===== src/rtl/led_pattern_engine.sv =====
// led_pattern_engine: rotating / bouncing LED pattern driven by control_decoder.
// Steps come from a speed-selectable prescaler on clk_div.
module led_pattern_engine #(
    parameter int               WIDTH    = 16,
    parameter int               SLOW_DIV = 8,
    parameter int               FAST_DIV = 2,
    parameter logic [WIDTH-1:0] SEED     = WIDTH'(1)
) (
    input  logic             clk_div,
    input  logic             BTN0,
    input  logic [3:0]       ctrl_nibble,
    output logic [WIDTH-1:0] led,
    output logic             step_pulse,
    output logic [7:0]       step_cnt
);

    localparam int PW = $clog2(SLOW_DIV);
    localparam logic [PW-1:0] SLOW_M1 = PW'(SLOW_DIV - 1);
    localparam logic [PW-1:0] FAST_M1 = PW'(FAST_DIV - 1);

    localparam logic [0:0] IDLE = 1'b0;
    localparam logic [0:0] RUN  = 1'b1;

    logic [0:0]       state;
    logic [3:0]       ctrl_q;
    logic             mode_d;
    logic             bounce_dir;
    logic [PW-1:0]    presc;

    logic [PW-1:0]    div_m1;
    logic             step;
    logic             mode_rise;
    logic             cur_dir;
    logic             bdir_nxt;
    logic [WIDTH-1:0] led_nxt;

    // Register the control nibble and remember the previous mode bit
    always_ff @(posedge clk_div or negedge BTN0) begin
        if (!BTN0) begin
            ctrl_q <= '0;
            mode_d <= 1'b0;
        end else begin
            ctrl_q <= ctrl_nibble;
            mode_d <= ctrl_q[2];
        end
    end

    // Step decision and next pattern / bounce direction
    always_comb begin
        div_m1    = ctrl_q[3] ? FAST_M1 : SLOW_M1;
        step      = (state == RUN) && ctrl_q[0] && (presc >= div_m1);
        mode_rise = ctrl_q[2] && !mode_d;
        cur_dir   = mode_rise ? ctrl_q[1] : bounce_dir;
        bdir_nxt  = cur_dir;
        led_nxt   = led;
        if (led == '0) begin
            led_nxt = SEED;
        end else if (!ctrl_q[2]) begin
            if (ctrl_q[1])
                led_nxt = {led[0], led[WIDTH-1:1]};
            else
                led_nxt = {led[WIDTH-2:0], led[WIDTH-1]};
        end else if (!cur_dir) begin
            if (led[WIDTH-1]) begin
                bdir_nxt = 1'b1;
                led_nxt  = {1'b0, led[WIDTH-1:1]};
            end else begin
                led_nxt  = {led[WIDTH-2:0], 1'b0};
            end
        end else begin
            if (led[0]) begin
                bdir_nxt = 1'b0;
                led_nxt  = {led[WIDTH-2:0], 1'b0};
            end else begin
                led_nxt  = {1'b0, led[WIDTH-1:1]};
            end
        end
    end

    // Run/idle FSM and prescaler; entry edge counts as the first tick
    always_ff @(posedge clk_div or negedge BTN0) begin
        if (!BTN0) begin
            state <= IDLE;
            presc <= '0;
        end else begin
            unique case (state)
                IDLE: begin
                    presc <= ctrl_q[0] ? PW'(1) : '0;
                    state <= ctrl_q[0] ? RUN : IDLE;
                end
                RUN: begin
                    if (!ctrl_q[0]) begin
                        presc <= '0;
                        state <= IDLE;
                    end else if (step) begin
                        presc <= '0;
                    end else begin
                        presc <= presc + PW'(1);
                    end
                end
                default: begin
                    presc <= '0;
                    state <= IDLE;
                end
            endcase
        end
    end

    // Pattern, bounce direction, step counter and strobe
    always_ff @(posedge clk_div or negedge BTN0) begin
        if (!BTN0) begin
            led        <= SEED;
            bounce_dir <= 1'b0;
            step_cnt   <= '0;
            step_pulse <= 1'b0;
        end else begin
            step_pulse <= step;
            if (step) begin
                led        <= led_nxt;
                step_cnt   <= step_cnt + 8'd1;
                bounce_dir <= ctrl_q[2] ? bdir_nxt : cur_dir;
            end else begin
                bounce_dir <= cur_dir;
            end
        end
    end

endmodule


===== config.mk =====
export PLATFORM = sky130hd
export DESIGN_NAME = led_pattern_engine
export DESIGN_NICKNAME = d
export VERILOG_FILES = /design/src/rtl/led_pattern_engine.sv
export SDC_FILE = /design/constraint.sdc
export NUM_CORES = 1
export LEC_CHECK = 0
export BUFFER_PORTS_ARGS = -buffer_cell sky130_fd_sc_hd__buf_2
export CORE_ASPECT_RATIO = 1.25
export CORE_MARGIN = 4
export CORE_UTILIZATION = 35
export DETAILED_ROUTE_END_ITERATION = 10
export GPL_ROUTABILITY_DRIVEN = 0
export PLACE_DENSITY = 0.58
export SETUP_SLACK_MARGIN = 0.05
export SLEW_MARGIN = 5
export SYNTH_ARGS = -nofsm -noshare
export SYNTH_HDL_FRONTEND = slang
export SYNTH_SLANG_ARGS = --single-unit

===== constraint.sdc =====
create_clock -name clk_div -period 2.5 [get_ports clk_div]
set_clock_uncertainty 0.15 [all_clocks]
set_input_delay 0.375 -clock clk_div [delete_from_list [all_inputs] [get_ports clk_div]]
set_output_delay 0.375 -clock clk_div [all_outputs]
set_load 0.02 [all_outputs]

; ---- Yosys cells after proc, flatten, opt, wreduce, memory -nomap -nowiden
; Index checks and enable logic that the tools add are counted.
[op_classes]
n_addsub = 2
mul = 0
n_div = 0
magnitude_cmp = 1
eq_ne = 0
shift = 0
n_mux = 19
bitwise = 1
n_reduce_logical = 5
[ops]
columns = cell, n
row1 = $mux 16, 6
row2 = $logic_not 16->1, 1
row3 = $mux 1, 9
row4 = $mux 3, 3
row5 = $add 8x1->8 const B, 1
row6 = $pmux 3 s2, 1
row7 = $add 3x1->3 const B, 1
row8 = $ge 3x3->1, 1
row9 = $logic_and 1x1->1, 3
row10 = $logic_not 1->1, 1
row11 = $not 1->1, 1
[word_totals]
regBits = 35
latchBits = 0
ramBits = 0
mem_bits_ro = 0
wordCells = 36
n_memories = 0

; ---- Logic depth before layout (Yosys ltp)
; Gate-level depths: netlist (run 1).
[depth]
depth_word = 7
ltp_mapped = 7

; ---- Least setup slack after synthesis (run 1)
; OpenSTA, ideal clock, no wires.
[synth_timing]
kind = register to register
start = reg ctrl_q[3]
end = reg led[14]
setup_time_ps = 129
arrival_time_ps = 1560
setup_slack_ps = 661
path_stages_with_launch = 8
path_cell_list = dfrtp_1 ha_1 a211o_1 o2111ai_2 clkinv_2 nand2_4 buf_6 o32ai_1
[synth_via]
elab_chain_cells = 3
[synth_rtl]
columns = element, line
row1 = "start, declared", 25  ; logic [3:0] ctrl_q;
row2 = "start signal, assigned", 43  ; ctrl_q <= ctrl_nibble;
row3 = $mux 3, 50  ; div_m1 = ctrl_q[3] ? FAST_M1 : SLOW_M1;
row4 = $ge 3x3->1, 51  ; step = (state == RUN) && ctrl_q[0] && (presc >= div_m1);
row5 = $logic_and 1x1->1, 51
row6 = via step, 31  ; logic step;
row7 = "end signal, assigned", 119  ; led <= led_nxt;
row8 = "end, declared", 12  ; output logic [WIDTH-1:0] led,
; The timed path passes the listed nets, and every way through them passes these cells.
; A chain may end at the register's enable or synchronous reset.

; ---- Final worst setup path (run 1)
[layout_timing]
start = reg ctrl_q[3]
end = reg led[11]
; Same word-level chain as after synthesis.

==> impl_metrics.yaml, run 1 <==
outcome:
  status: "completed"
cts:
  ctsHoldBuffers: 0
  clkTransAtPathRegs_ps: 80
  cts_root_buf: "clkbuf_8"
  clock_path_buffers: 2
  numCtsBuffers: 5
  clock-sinks: 35
  cts.htree.levels: 2
  clkLatencyLatePin_ps: 290
  ctsResizeCount: 0
  post_cts_buffers: 0
  cts_tree: "done"
sta:
  max_freq_mhz: 496
  fin_setup_tns_ps: 0
  fin_ws_ps: 484
  min_period_ps: 2020
  drv_slew: 0
  slew_headroom: 0.478
  min_period_over_period: 0.806
  worstMarginPinSlew_ps: 783
  finalHoldViolations: 0
  whs_ps: 7.01
  finalSetupViolCount: 0
  rsz0062_at_grt: "no"
synth:
  synth_nets: 220
  ys_ff_latch: 35
  synthFlopType: "dfrtp_1"
  ys_seq_area_frac: 0.411
  yosysUniqueCellTypes: 43
  ys_warn_count: 0
  synth_edf_count: 0
  synth_most_common_cell: "dfrtp_1"
  synth_top_area_frac: 0.399
  yosysTopAreaCell: "dfrtp_1"
  syn_avg_cell_area_um2: 10.2
  async_flop_share: 1.00
  syn_area_mm2: 0.00213
  syn-instance-count: 210
  synth.cells.most_frequent: "dfrtp_1 (34), a211oi_1 (22), nand2_1 (22), nand2b_1 (16), nor3_1 (13)"
  yosys-top-cells-area: "dfrtp_1 (40%), o41ai_2 (9.1%), a211oi_1 (7.7%), nand2b_1 (4.7%), nand2_1 (3.9%)"
global_route:
  grt.met1_usage: 0.198
  grt_max_degree: 36
  grt_pass1_vias: 1781
  grt_first_pass_wirelength_um: 8920
  use_met3: 0.0369
  overflow: 0
  grt_use_total: 0.153
  grt.met2_usage: 0.250
  top_usage_layer: "met2"
  antenna_found_initial: 0
floorplanning:
  die_w_um: 77.9
  die_h_um: 95.3
  die-area_mm2: 0.00742
  core-area_mm2: 0.00586
  io_pins: 31
  start_util: 0.364
  core.rowCount: 31
final_layout:
  drive_gt1_frac: 0.276
  multi_input_area_mm2: 0.00116
  nets: 248
  seqCellArea_um2: 877
  antenna_cells: 0
  fin_util: 0.418
  n_fill_cell: 591
  area_delta_synth_final_pct: 14.7
route:
  vias_per_cell: 5.37
  drt_iter0_markers: 118
  ant_nets: 0
  detail_route.first_pass.iterations: 4
  drt_wl_total_um: 5180
  drc: 0
  via_count: 1724
  wire_per_inst_um: 16.1
pwr:
  powerDensity_mw_per_mm2: 921
  peakVddDrop_uv: 390
  power.leakage_nw: 1.15
  p_total_mw: 2.25
critical_path:
  crit_type: "reg -> reg"
  reg2regPathDepth: 6
  cp-start-kind: "flop"
  crit_fanout: 17
  reg2reg_slack_ps: 480
  crit_path_end_kind: "flop"
  arrival_ps: 2040
  crit_required_ps: 2520
  r2r_end: "led[11]"
  r2r_start: "ctrl_q[3]"
worst_hold_path:
  min_path_type: "in -> async"
job:
  maxCapViolCount: 0
placed_design:
  portBuffers: 30
  dp_hpwl_um: 3460
  dp_slack_ps: 510
registers in the layout (all words and copies together) (netlist names):
signal	flops
led	16
state	1
step_pulse	1
step_cnt	8
presc	3
ctrl_q	4
bounce_dir	1
mode_d	1
cells in the final DEF (no fill, tap or decap), types with 2 or more instances in the layout:
cell type / instances
nor2b_1: 12
buf_4: 7
and3_1: 2
ha_1: 4
o31ai_1: 2
nand4_1: 3
nand2b_1: 16
nor2_1: 3
inv_1: 3
nor3_1: 13
dfrtp_1: 34
buf_2: 30
a211oi_1: 22
clkbuf_8: 5
o41ai_2: 12
nand2_1: 22
o22ai_1: 3
nand3_1: 3
a21oi_1: 2
a21o_1: 2
mux2_2: 2
a2111oi_1: 2
nor4_1: 6
xor2_1: 3
xnor2_1: 5
o21a_1: 2
clkinv_4: 2
where the power goes:
| part | leakage [nW] | switching (mW) | total [mW] | internal [mW] |
|---|---|---|---|---|
| Sequential | 0.457 | 0.195 | 0.886 | 0.692 |
| Clock | 0.0443 | 0.230 | 0.429 | 0.199 |
| Combinational | 0.647 | 0.547 | 0.940 | 0.393 |
| Total | 1.15 | 0.971 | 2.25 | 1.28 |
how the worst max path moves through the flow:
stage | endpoint | depth (start not counted) | startpoint | slack [ps]
after floorplan | led[14] | 7 | ctrl_q[3] | 660
after global placement | led[14] | 6 | ctrl_q[3] | 500
after detailed placement | led[0] | 6 | ctrl_q[3] | 510
after CTS | led[11] | 6 | ctrl_q[3] | 470
after global routing | led[11] | 6 | ctrl_q[3] | 380
final | led[11] | 6 | ctrl_q[3] | 480
layer usage:
layer  routed length, um  part of all wire
met1                2370              0.46
met3                 214             0.041
met2                2560              0.49
met5                   0                 0
met4                  40            0.0077
logic make-up after synthesis:
group                      synth area share
and+or+nand+nor                       0.205
AOI/OAI and AO/OA                     0.265
DFF                                   0.411
buffers and inverters                0.0475
xor gates and xnor gates             0.0328
adders and majority gates            0.0234
muxes                                0.0152
stage by stage:
| step | std cells | cell area [um2] |
|---|---|---|
| 3_3_place_gp | 313 | 2350 |
| 3_5_place_dp | 313 | 2350 |
| 5_1_grt | 321 | 2450 |
| 6_report | 321 | 2450 |
| 4_1_cts | 321 | 2450 |
| 2_1_floorplan | 210 | 2130 |
worst max-delay path: stages, from the launching register on:
cell and delay, ps:
dfrtp_1 400, ha_1 300, a211o_1 130, o2111ai_2 140, clkinv_2 170, nand2_4 200
o41ai_2 410
cell type report:
cell class | instances | share of cell area
Clock buffer | 5 | 0.0281
Clock inverter | 3 | 0.0102
Multi-Input combinational cell | 155 | 0.472
Inverter | 4 | 0.00664
Tap cell | 82 | 0.0419
Timing Repair Buffer | 37 | 0.0828
Sequential cell | 35 | 0.358
No activity file was read; power rests on OpenSTA's default activity.
==> inputs of run 2 (changes only) <==
--- a/config.mk
+++ b/config.mk
@@ -11,7 +11,7 @@
 export CORE_UTILIZATION = 35
 export DETAILED_ROUTE_END_ITERATION = 10
 export GPL_ROUTABILITY_DRIVEN = 0
-export PLACE_DENSITY = 0.58
+export PLACE_DENSITY = 0.6
 export SETUP_SLACK_MARGIN = 0.05
 export SLEW_MARGIN = 5
 export SYNTH_ARGS = -nofsm -noshare
==> constraint.sdc (replaced) <==
create_clock -name clk_div -period 1.7 [get_ports clk_div]
set_clock_uncertainty 0.15 [all_clocks]
set_input_delay 0.255 -clock clk_div [delete_from_list [all_inputs] [get_ports clk_div]]
set_output_delay 0.255 -clock clk_div [all_outputs]
set_load 0.02 [all_outputs]
==> run 2 against run 1 <==
Compared with the run above: the flow now finishes with violations (negative setup slack); wire length increased by 10%; global-route usage increased by 0.68 points; utilization grew 9.1 points; fmax is 9.4% higher; critical path type unchanged; critical endpoint is now led[0]; largest cell class unchanged; highest routed layer unchanged.
==> impl_metrics.yaml, run 2 (same netlist as run 1, synthesis figures left out) <==
critical_path:
  crit_required_ps: 1770
  crit_type: "reg -> reg"
  startpoint: "ctrl_q[3]"
  reg2reg_slack_ps: -140
  r2r_end: "led[0]"
  arrival_ps: 1910
  reg2regPathDepth: 6
  cp-start-kind: "flop"
  crit_path_end_kind: "flop"
  r2r_start: "ctrl_q[3]"
  crit_fanout: 8
placed_design:
  portBuffers: 30
  dp_hpwl_um: 3790
  dp_cells: 343
sta:
  rsz0062_at_grt: "yes"
  worstMarginPinSlew_ps: 468
  drv_slew: 0
  fin_ws_ps: -143
  min_period_ps: 1840
  slew_headroom: 0.688
  finalHoldViolations: 0
  min_period_over_period: 1.08
  max_freq_mhz: 543
  fin_setup_tns_ps: -1960
  finalSetupViolCount: 24
  whs_ps: 320
worst_hold_path:
  hold_depth: 1
  hp-start: "step_cnt[7]"
  hold_end: "step_cnt[7]"
  min_path_type: "reg -> reg"
floorplanning:
  core.rowCount: 31
  die_h_um: 95.3
  core-area_mm2: 0.00586
  io_pins: 31
  die_w_um: 77.9
  start_util: 0.364
  die-area_mm2: 0.00742
route:
  vias_per_cell: 5.39
  via_count: 1951
  wire_per_inst_um: 15.8
  drt_wl_total_um: 5720
  detail_route.first_pass.iterations: 4
  drc: 0
  ant_nets: 0
  drt_iter0_markers: 92
outcome:
  status: "complete, but fails checks"
  violations: "negative setup slack"
global_route:
  grt_pass1_vias: 1974
  grt_max_degree: 36
  grt_first_pass_wirelength_um: 9440
  grt_use_total: 0.160
  overflow: 0
  antenna_found_initial: 0
job:
  maxCapViolCount: 0
final_layout:
  largest_reg_flops: 16
  layout_commonest_cell: "buf_4"
  mostFrequentLayoutCells: "buf_4 (35), dfrtp_1 (34), buf_2 (30), nand2_1 (19), a211oi_1 (19)"
  seqCellArea_um2: 877
  nets: 289
  area_delta_synth_final_pct: 39.6
  n_fill_cell: 548
  antenna_cells: 0
  top_register: "led"
  multi_input_area_mm2: 0.00132
  stdcell_count: 362
  drive_gt1_frac: 0.407
  top_regs: "led: 16 flops, step_cnt: 8 flops, ctrl_q: 4 flops"
cts:
  cts_tree: "done"
  clkLatencyLatePin_ps: 290
  numCtsBuffers: 5
  clkTransAtPathRegs_ps: 70
  clock-sinks: 35
  clock_path_buffers: 2
  cts_root_buf: "clkbuf_8"
  cts.htree.levels: 2
pwr:
  peakVddDrop_uv: 669
  powerDensity_mw_per_mm2: 1290
  power.leakage_nw: 1.41
[run 2: cell types whose count changed in the layout (fill, tap and decap cells not counted), sizes merged]
| cell | delta |
|---|---|
| buf | +34 |
| clkbuf | +3 |
| clkinv | -2 |
| clkinvlp | -1 |
| dlygate4sd3 | +5 |
| nand2 | +2 |
[run 2: through the flow]
step / utilization / worst slack, ps / power [mW] / cell area (um2)
after floorplan: - / -139 / 2.28 / 2130
after global placement: 0.445 / -166 / 2.96 / 2610
after detailed placement: 0.445 / -236 / 2.98 / 2610
after CTS: 0.494 / -153 / 3.81 / 2890
after global routing: 0.509 / -191 / 4.08 / 2980
final: 0.509 / -143 / 3.85 / 2980
[run 2: how the worst max path moves through the flow]
| stage | end | slack, ps |
|---|---|---|
| 6_report | led[0] | -140 |
| 5_1_grt | step_cnt[6] | -190 |
| 4_1_cts | led[10] | -150 |
| 3_5_place_dp | led[11] | -240 |
| 3_3_place_gp | led[12] | -170 |
| 2_1_floorplan | led[14] | -140 |
[run 2: what timing repair did]
item,CTS,global route
endpoints found under the setup margin,25,26
buffers inserted,3,1
cloned,1,1
resized for setup,14,11
hold buffers,5,0
pin swaps,12,9
hold endpoints to repair,38,0
[run 2: power by group]
part / internal (mW) / switching [mW]
logic: 0.887 / 1.13
clock network: 0.370 / 0.299
registers: 1.02 / 0.139
[run 2: cell type report]
class	count	share of cell area
Sequential cell	35	0.294
Timing Repair Buffer	76	0.187
Tap cell	82	0.0344
Clock buffer	8	0.0336
Multi-Input combinational cell	157	0.444
Inverter	4	0.00672
[run 2: critical path, stage by stage, from the launching register on]
cell	delay (ps)
dfrtp_1	420
ha_4	290
a211o_1	150
o2111ai_4	130
clkinv_4	150
nand2_4	120
o32a_1	360
[run 2: layer usage]
metal	vias to the layer above	wire, um	track usage
met5	-	0	0
met4	0	89	0.0638
li1	931	-	-
met2	55	3000	0.291
met3	9	276	0.0284
met1	956	2360	0.185
